$ cat src/rtl/reg_file_sb.sv
// ---------------------------------------------------------------------------
// reg_file_sb -- register file with a per-entry busy (scoreboard) bit,
// two combinational read ports, optional write->read forwarding and a
// sequential clear sweep.
//
// Parameters
//   DATA_W   register width
//   ADDR_W   address width
//   DEPTH    number of registers (2 .. 2**ADDR_W)
//   ZERO_REG 1: register 0 is hard-wired to zero and never marked busy
//   BYPASS   1: a same-cycle valid write is forwarded to the read ports
//
// Ports
//   clk, rst                       clock, async active-high reset
//   wr_en/wr_addr/wr_data          write request (clears busy)
//   rsv_en/rsv_addr                reservation request (sets busy)
//   rd_addr1/2 -> rd_data1/2,busy1/2   combinational read ports
//   clr_req                        start a clear sweep (sampled in IDLE)
//   clr_busy                       high while the sweep runs
// ---------------------------------------------------------------------------
module reg_file_sb #(
    parameter int DATA_W   = 8,
    parameter int ADDR_W   = 4,
    parameter int DEPTH    = 16,
    parameter bit ZERO_REG = 1'b1,
    parameter bit BYPASS   = 1'b1
) (
    input  logic              clk,
    input  logic              rst,
    input  logic              wr_en,
    input  logic [ADDR_W-1:0] wr_addr,
    input  logic [DATA_W-1:0] wr_data,
    input  logic              rsv_en,
    input  logic [ADDR_W-1:0] rsv_addr,
    input  logic [ADDR_W-1:0] rd_addr1,
    input  logic [ADDR_W-1:0] rd_addr2,
    output logic [DATA_W-1:0] rd_data1,
    output logic [DATA_W-1:0] rd_data2,
    output logic              busy1,
    output logic              busy2,
    input  logic              clr_req,
    output logic              clr_busy
);

    // One extra bit so DEPTH == 2**ADDR_W is representable in the compare.
    localparam logic [ADDR_W:0]   DepthL  = (ADDR_W+1)'(DEPTH);
    localparam logic [ADDR_W-1:0] LastIdx = ADDR_W'(DEPTH - 1);

    typedef enum logic {IDLE, CLEAR} clrState_t;

    clrState_t         state, stateNext;
    logic [ADDR_W-1:0] clrCnt, clrCntNext;
    logic              clearing;

    logic [DATA_W-1:0] mem [DEPTH];
    logic [DEPTH-1:0]  busy;

    logic wrValid, rsvValid;

    // Address is a real, writable register (in range and not the zero reg).
    function automatic logic addrWritable(input logic [ADDR_W-1:0] a);
        return ({1'b0, a} < DepthL) && !(ZERO_REG && (a == '0));
    endfunction

    assign wrValid  = wr_en  && !clearing && addrWritable(wr_addr);
    assign rsvValid = rsv_en && !clearing && addrWritable(rsv_addr);

    // ---------------- clear FSM: state register ----------------
    always_ff @(posedge clk or posedge rst) begin
        if (rst) begin
            state  <= IDLE;
            clrCnt <= '0;
        end else begin
            state  <= stateNext;
            clrCnt <= clrCntNext;
        end
    end

    // ---------------- clear FSM: next state ----------------
    always_comb begin
        stateNext  = state;
        clrCntNext = clrCnt;
        case (state)
            IDLE: begin
                if (clr_req) begin
                    stateNext  = CLEAR;
                    clrCntNext = '0;
                end
            end
            CLEAR: begin
                // clr_req is deliberately not looked at here, including on
                // the final sweep cycle.
                if (clrCnt == LastIdx) begin
                    stateNext  = IDLE;
                    clrCntNext = '0;
                end else begin
                    clrCntNext = clrCnt + 1'b1;
                end
            end
            default: begin
                stateNext  = IDLE;
                clrCntNext = '0;
            end
        endcase
    end

    // ---------------- clear FSM: outputs ----------------
    always_comb begin
        clearing = (state == CLEAR);
        clr_busy = clearing;
    end

    // ---------------- storage ----------------
    // The sweep entry takes priority; otherwise write then reservation, so
    // a same-cycle write+reserve leaves the new data with busy set.
    always_ff @(posedge clk or posedge rst) begin
        if (rst) begin
            for (int i = 0; i < DEPTH; i++) mem[i] <= '0;
            busy <= '0;
        end else begin
            for (int i = 0; i < DEPTH; i++) begin
                if (clearing && (clrCnt == ADDR_W'(i))) begin
                    mem[i]  <= '0;
                    busy[i] <= 1'b0;
                end else begin
                    if (wrValid && (wr_addr == ADDR_W'(i))) begin
                        mem[i]  <= wr_data;
                        busy[i] <= 1'b0;
                    end
                    if (rsvValid && (rsv_addr == ADDR_W'(i)))
                        busy[i] <= 1'b1;
                end
            end
        end
    end

    // ---------------- read ports ----------------
    logic [1:0][ADDR_W-1:0] rdAddr;
    logic [1:0][DATA_W-1:0] rdData;
    logic [1:0]             rdBusy;

    assign rdAddr = {rd_addr2, rd_addr1};

    for (genvar p = 0; p < 2; p++) begin : g_rd
        always_comb begin
            rdData[p] = '0;
            rdBusy[p] = 1'b0;
            if (({1'b0, rdAddr[p]} >= DepthL) || (ZERO_REG && (rdAddr[p] == '0))) begin
                rdData[p] = '0;
                rdBusy[p] = 1'b0;
            end else if (BYPASS && wrValid && (wr_addr == rdAddr[p])) begin
                // wrValid is already false during a sweep, which disables
                // forwarding there.
                rdData[p] = wr_data;
                rdBusy[p] = rsvValid && (rsv_addr == rdAddr[p]);
            end else begin
                rdData[p] = mem[rdAddr[p]];
                rdBusy[p] = busy[rdAddr[p]];
            end
        end
    end

    assign rd_data1 = rdData[0];
    assign rd_data2 = rdData[1];
    assign busy1    = rdBusy[0];
    assign busy2    = rdBusy[1];

endmodule
$ cat config.mk
export PLATFORM = sky130hd
export DESIGN_NAME = reg_file_sb
export DESIGN_NICKNAME = d
export VERILOG_FILES = /design/src/rtl/reg_file_sb.sv
export SDC_FILE = /design/constraint.sdc
export NUM_CORES = 1
export LEC_CHECK = 0
export CAP_MARGIN = 40
export CORE_MARGIN = 2
export CORE_UTILIZATION = 45
export DETAILED_ROUTE_END_ITERATION = 16
export PLACE_DENSITY = 0.69
export SYNTH_ARGS = -nofsm -noshare
export SYNTH_HDL_FRONTEND = slang
export SYNTH_SLANG_ARGS = --single-unit
$ cat constraint.sdc
create_clock -name clk -period 6.15 [get_ports clk]
set_input_delay 1.845 -clock clk [delete_from_list [all_inputs] [get_ports clk]]
set_output_delay 1.845 -clock clk [all_outputs]
set_load 0.02 [all_outputs]
# == After elaboration in Yosys (flattened, before gate mapping) ==
# Index checks and enable logic that the tools add are counted.
# word_totals
ff_bits,149
latch_bits,0
ramBits,0
romBits,0
inputBits,29
output_inout_bits,19
elab_cells,292
memories,0
# op_classes
add_sub_neg,1
n_mul,0
n_div,0
n_lt_le_gt_ge,4
eq_ne,50
n_shift,0
mux,104
bitwise_logic,3
reduce_logical,96
# ops
operator,count
$mux 8,40
$eq 4x4->1 const B,24
$bmux 8 s4,2
$logic_and 1x1->1,56
$mux 1,56
$eq 4x3->1 const B,12
$reduce_bool 3->1,16
$reduce_bool 2->1,16
$eq 4x2->1 const B,6
$logic_not 4->1,5
$eq 4x4->1,4
$eq 4x1->1 const B,3
$ge 5x5->1 const B,2
$lt 4x5->1 const B,2
$not 4->5,2
$bmux 1 s4,2
$mux 4,2
$pmux 4 s2,1
$add 4x1->4 const B,1
$logic_not 1->1,3
$ne 2x2->1 const B,1
$pmux 1 s2,1
$not 1->1,1

# == Depth between registers and ports, before layout ==
# logic_depth
word_depth,7
ltp_mapped,7
mapped_depth_nobuf,6

# == Worst setup path before layout ==
# Ideal clock, no wire load.
# synth_path
path_kind,input-to-output
start,input port wr_addr[1]
end,output port rd_data1[0]
arrival_time_ps,3308
t_required_ps,4305
path_slack_ps,997
path_stages,7
cell_sequence,buf_4 -> or4_1 -> nand3b_1 -> buf_6 -> buf_8 -> o31ai_1 -> a31oi_1
# synth_via
elab_chain_cells,6
# synth_rtl
item,line,rtl
start: declaration,31,"input logic [ADDR_W-1:0] wr_addr,"
$logic_not 4->1,62,"return ({1'b0, a} < DepthL) && !(ZERO_REG && (a == '0));"
$logic_not 1->1,62,
$logic_and 1x1->1,65,assign wrValid = wr_en && !clearing && addrWritable(wr_addr);
$logic_and 1x1->1 *,151,end else if (BYPASS && wrValid && (wr_addr == rdAddr[p])) begin
$mux 8 *,151,
$mux 8 *,148,"if (({1'b0, rdAddr[p]} >= DepthL) || (ZERO_REG && (rdAddr[p] == '0))) begin"
end: declaration,37,"output logic [DATA_W-1:0] rd_data1,"
# Every way passes the cells marked *; elsewhere a longest branch is shown, timed or not.

# == Final worst setup path ==
# layout_path
start,input port rd_addr1[2]
end,output port rd_data1[2]
# layout_via
elab_chain_cells,6
# layout_rtl
item,line,rtl
start: declaration,35,"input logic [ADDR_W-1:0] rd_addr1,"
$not 4->5 (implied by the code),157,rdData[p] = mem[rdAddr[p]];
$bmux 8 s4,157,
$mux 8 (implied by the code) (2 in a row),157,
$mux 8,151,
$mux 8 *,148,
# Every way passes the cells marked *; elsewhere a longest branch is shown, timed or not. The select of a mux whose other input is x is not followed.

==> impl_metrics.env <==
export IMPL_avgSynthCellArea_um2=10.6
export IMPL_rsz0062_at_grt="no"
export IMPL_slew_headroom_pct=42.5
export IMPL_first_global_vias=7241
export IMPL_clk_latency_ns=0.43
export IMPL_cp_arrival_ns=4.26
export IMPL_cts_clk_slew_worst_paths_ns=0.06
export IMPL_grt_max_degree=87
export IMPL_r2r_slack_ns=3.62
export IMPL_antenna_found_initial=1
export IMPL_p_switching_mw=1.20
export IMPL_synth_yosys_warnings=0
export IMPL_hold_class="flop to flop"
export IMPL_slew_viol_final=0
export IMPL_drt_total_wl_um=28200
export IMPL_power_frac_seq_pct=41.7
export IMPL_ys_ff_latch=149
export IMPL_post_cts_buffers=0
export IMPL_p_int_mw=2.14
export IMPL_clock_root_buffer="clkbuf_16"
export IMPL_die_h_um=144
export IMPL_clock_skew_ns=0.00716
export IMPL_cap_viol_max_count=0
export IMPL_place_congestion=1.06
export IMPL_drt_iter0_markers=748
export IMPL_detail_route_wl_per_cell_um=24.2
export IMPL_syn_num_nets=869
export IMPL_grt_overflow_total=0
export IMPL_synth_xor_area_share_pct=1.59
export IMPL_routed_via_density=6.38
export IMPL_layout_nets=921
export IMPL_core_rowCount=51
export IMPL_run_status="completed"
export IMPL_io_pins=48
export IMPL_syn_to_final_growth_pct=16.4
export IMPL_comb_power_share_pct=29.0
export IMPL_floorplan_initialDensity_pct=45.7
export IMPL_dp_hpwl_um=20800
export IMPL_critPathKind="input port to output pin"
export IMPL_synth_area_um2=8830
export IMPL_synth_simple_area_share_pct=13.6
export IMPL_postRouteAntennaNets=0
export IMPL_drtPass1Iterations=6
export IMPL_routedLengthMet1_um=11800
export IMPL_cts_tree="built"
export IMPL_synthAdderAreaFrac_pct=0.567
export IMPL_p_per_area_nw_per_um2=325
export IMPL_setup_viol=0
export IMPL_fmax_ghz=0.164
export IMPL_p_clk_share_pct=29.3
export IMPL_synth_mux_area_fraction_pct=18.5
export IMPL_placed_cell_area_um2=9720
export IMPL_grt_pass1_wl_um=44400
export IMPL_critPathMaxFanout=9
export IMPL_die_w_um=144
export IMPL_syn_inst=836
export IMPL_async_reset_ff_share_pct=100
export IMPL_wl_met3_um=2750
export IMPL_fin_crit_sh_pct=99.2
export IMPL_start_kind="input port"
export IMPL_layout_drive_gt1_share_pct=18.3
export IMPL_wl_met2_um=12700
export IMPL_portBuffers=47
export IMPL_num_vias=7435
export IMPL_htree_levels=4
export IMPL_critical_path_endpoint_type="output pin"
export IMPL_numCtsBuffers=17
export IMPL_top_layer_used="met5"
export IMPL_diodes=0
export IMPL_stdcell_area_um2=10300
export IMPL_die_area_um2=20800
export IMPL_final_core_util_pct=53.2
export IMPL_synth_compound_area_share_pct=18.5
export IMPL_grt_usage_pct=28.7
export IMPL_peakVddDrop_v=0.000198
export IMPL_worstMarginPinSlew_ns=0.860
export IMPL_hold_buffers=0
export IMPL_synth_top_family_by_area="compound AO/OA/AOI/OAI gates"
export IMPL_switching_share_pct=35.9
export IMPL_required_ns=4.30
export IMPL_drc=0
export IMPL_cts_sinks=149
export IMPL_hold_viol=0
export IMPL_ys_flop_type="dfrtp_1"
export IMPL_period_minus_slack_ns=6.10
export IMPL_fillers=1717
export IMPL_synth_edf_count=0
export IMPL_clockBufferDepth=2
export IMPL_coreArea_um2=19300
export IMPL_ys_types=56
export IMPL_ys_seq_area_share_pct=42.2
export IMPL_leakage_nw=4.66
-- placed cells by master, fill, tap and decap left out, types with 4 or more instances in the layout --
cell type,synthesis,final
dfrtp_1,149,149
nand2_1,101,101
mux2i_1,80,80
a22o_1,65,65
buf_4,14,56
o21ai_0,52,52
mux4_2,36,36
o22ai_1,36,36
nand3_1,30,30
clkdlybuf4s50_1,0,29
nor2_1,26,26
a211oi_1,20,20
o31ai_1,17,17
clkbuf_16,0,17
nor2b_1,16,16
a21oi_1,16,16
a31oi_1,14,14
xnor2_1,8,8
xor2_1,8,8
nor2_2,7,7
inv_1,8,7
inv_6,0,7
dlygate4sd2_1,0,7
dlymetal6s2s_1,0,7
nand2b_1,5,5
or2_2,5,5
nor3b_1,5,4
nor3_1,4,4
ha_1,4,4
clkinvlp_4,0,4
buf_2,24,4
buf_12,0,4
-- cell type report --
| type | instances | area (µm²) | area share [%] |
|---|---|---|---|
| Multi-Input combinational cell | 604 | 4670 | 45.4 |
| Sequential cell | 149 | 3730 | 36.3 |
| Timing Repair Buffer | 108 | 971 | 9.45 |
| Clock buffer | 17 | 425 | 4.14 |
| Tap cell | 265 | 332 | 3.23 |
| Clock inverter | 15 | 119 | 1.16 |
| Inverter | 8 | 35.0 | 0.341 |
-- registers in the layout, summed over array words and instances, names as in the netlist --
signal / cells
busy: 16
clrCnt: 4
clr_busy: 1
mem: 128
-- cells by family after synthesis --
logic type      after synthesis
buf+inv                      83
mux                         118
xor+xnor                     16
flops                       149
simple gates                232
compound gates              234
fa+ha+maj                     4
-- per-stage QoR --
| step | setup TNS [ns] | std cells | setup WS, ns | hold WS [ns] | total power, mW |
|---|---|---|---|---|---|
| CTS | 0 | 1166 | 0.0104 | 0.507 | 3.33 |
| floorplan | 0 | 836 | 0.297 | 0.478 | 1.98 |
| finish | 0 | 1166 | 0.0479 | 0.510 | 3.34 |
| detailed placement | -0.293 | 1134 | -0.0978 | 0.501 | 2.37 |
| global route | 0 | 1166 | 0.0123 | 0.523 | 3.49 |
| global placement | -0.145 | 1131 | -0.109 | 0.482 | 2.33 |
-- worst max-delay path, cell delays in order --
cell             delay, ns
clkdlybuf4s50_1       0.45
buf_4                 0.15
or3b_2                0.57
o22ai_1               0.21
a211oi_1              0.10
a31oi_1               0.27
clkdlybuf4s50_1       0.66
-- worst paths after layout --
path	startpoint	endpoint	depth (start not counted)
worst max-delay path	rd_addr1[2]	rd_data1[2]	7
worst min-delay path	clr_busy	clrCnt[1]	1
worst max register to register	clr_busy	mem[23]	4
worst min register to register	clr_busy	clrCnt[1]	1
max in group asynchronous	rst	mem[64]	3
min in group asynchronous	rst	mem[123]	2
-- cell usage after synthesis, types with 5 or more instances --
cell      count  area share [%]
nor3b_1       5            0.43
buf_2        24             1.4
inv_1         8            0.34
nand2_1     101             4.3
nand3_1      30             1.7
nor2_2        7            0.50
o31ai_1      17             1.4
mux4_2       36             9.2
or2_2         5            0.35
mux2i_1      80             9.1
nand2b_1      5            0.35
a21oi_1      16            0.91
buf_4        14             1.2
o22ai_1      36             2.6
a211oi_1     20             1.7
xnor2_1       8            0.79
o21ai_0      52             2.9
clkbuf_1     28             1.2
a31oi_1      14            0.99
dfrtp_1     149              42
xor2_1        8            0.79
nor2b_1      16             1.1
nor2_1       26             1.1
a22o_1       65             6.4
-- timing repair --
action | 4_1_cts | 5_1_grt
pin swaps | 0 | 0
setup endpoints to repair | 7 | 7
gates resized for setup | 7 | 7
gates cloned | 0 | 0
-- power by group through the flow --
stage / combinational (mW) / sequential (mW) / clock [mW]
floorplan: 0.667 / 1.32 / 0
global placement: 0.942 / 1.39 / 0
detailed placement: 0.966 / 1.40 / 0
CTS: 0.960 / 1.38 / 0.990
global route: 1.04 / 1.42 / 1.03
finish: 0.970 / 1.39 / 0.979
-- routing by layer --
layer  vias up  track usage, %
li1       3252               -
met3        64            7.52
met1      3715            40.2
met2       402            43.1
met5         -               0
met4         2            10.5
Note: power is estimated with default switching activity, not from simulation.
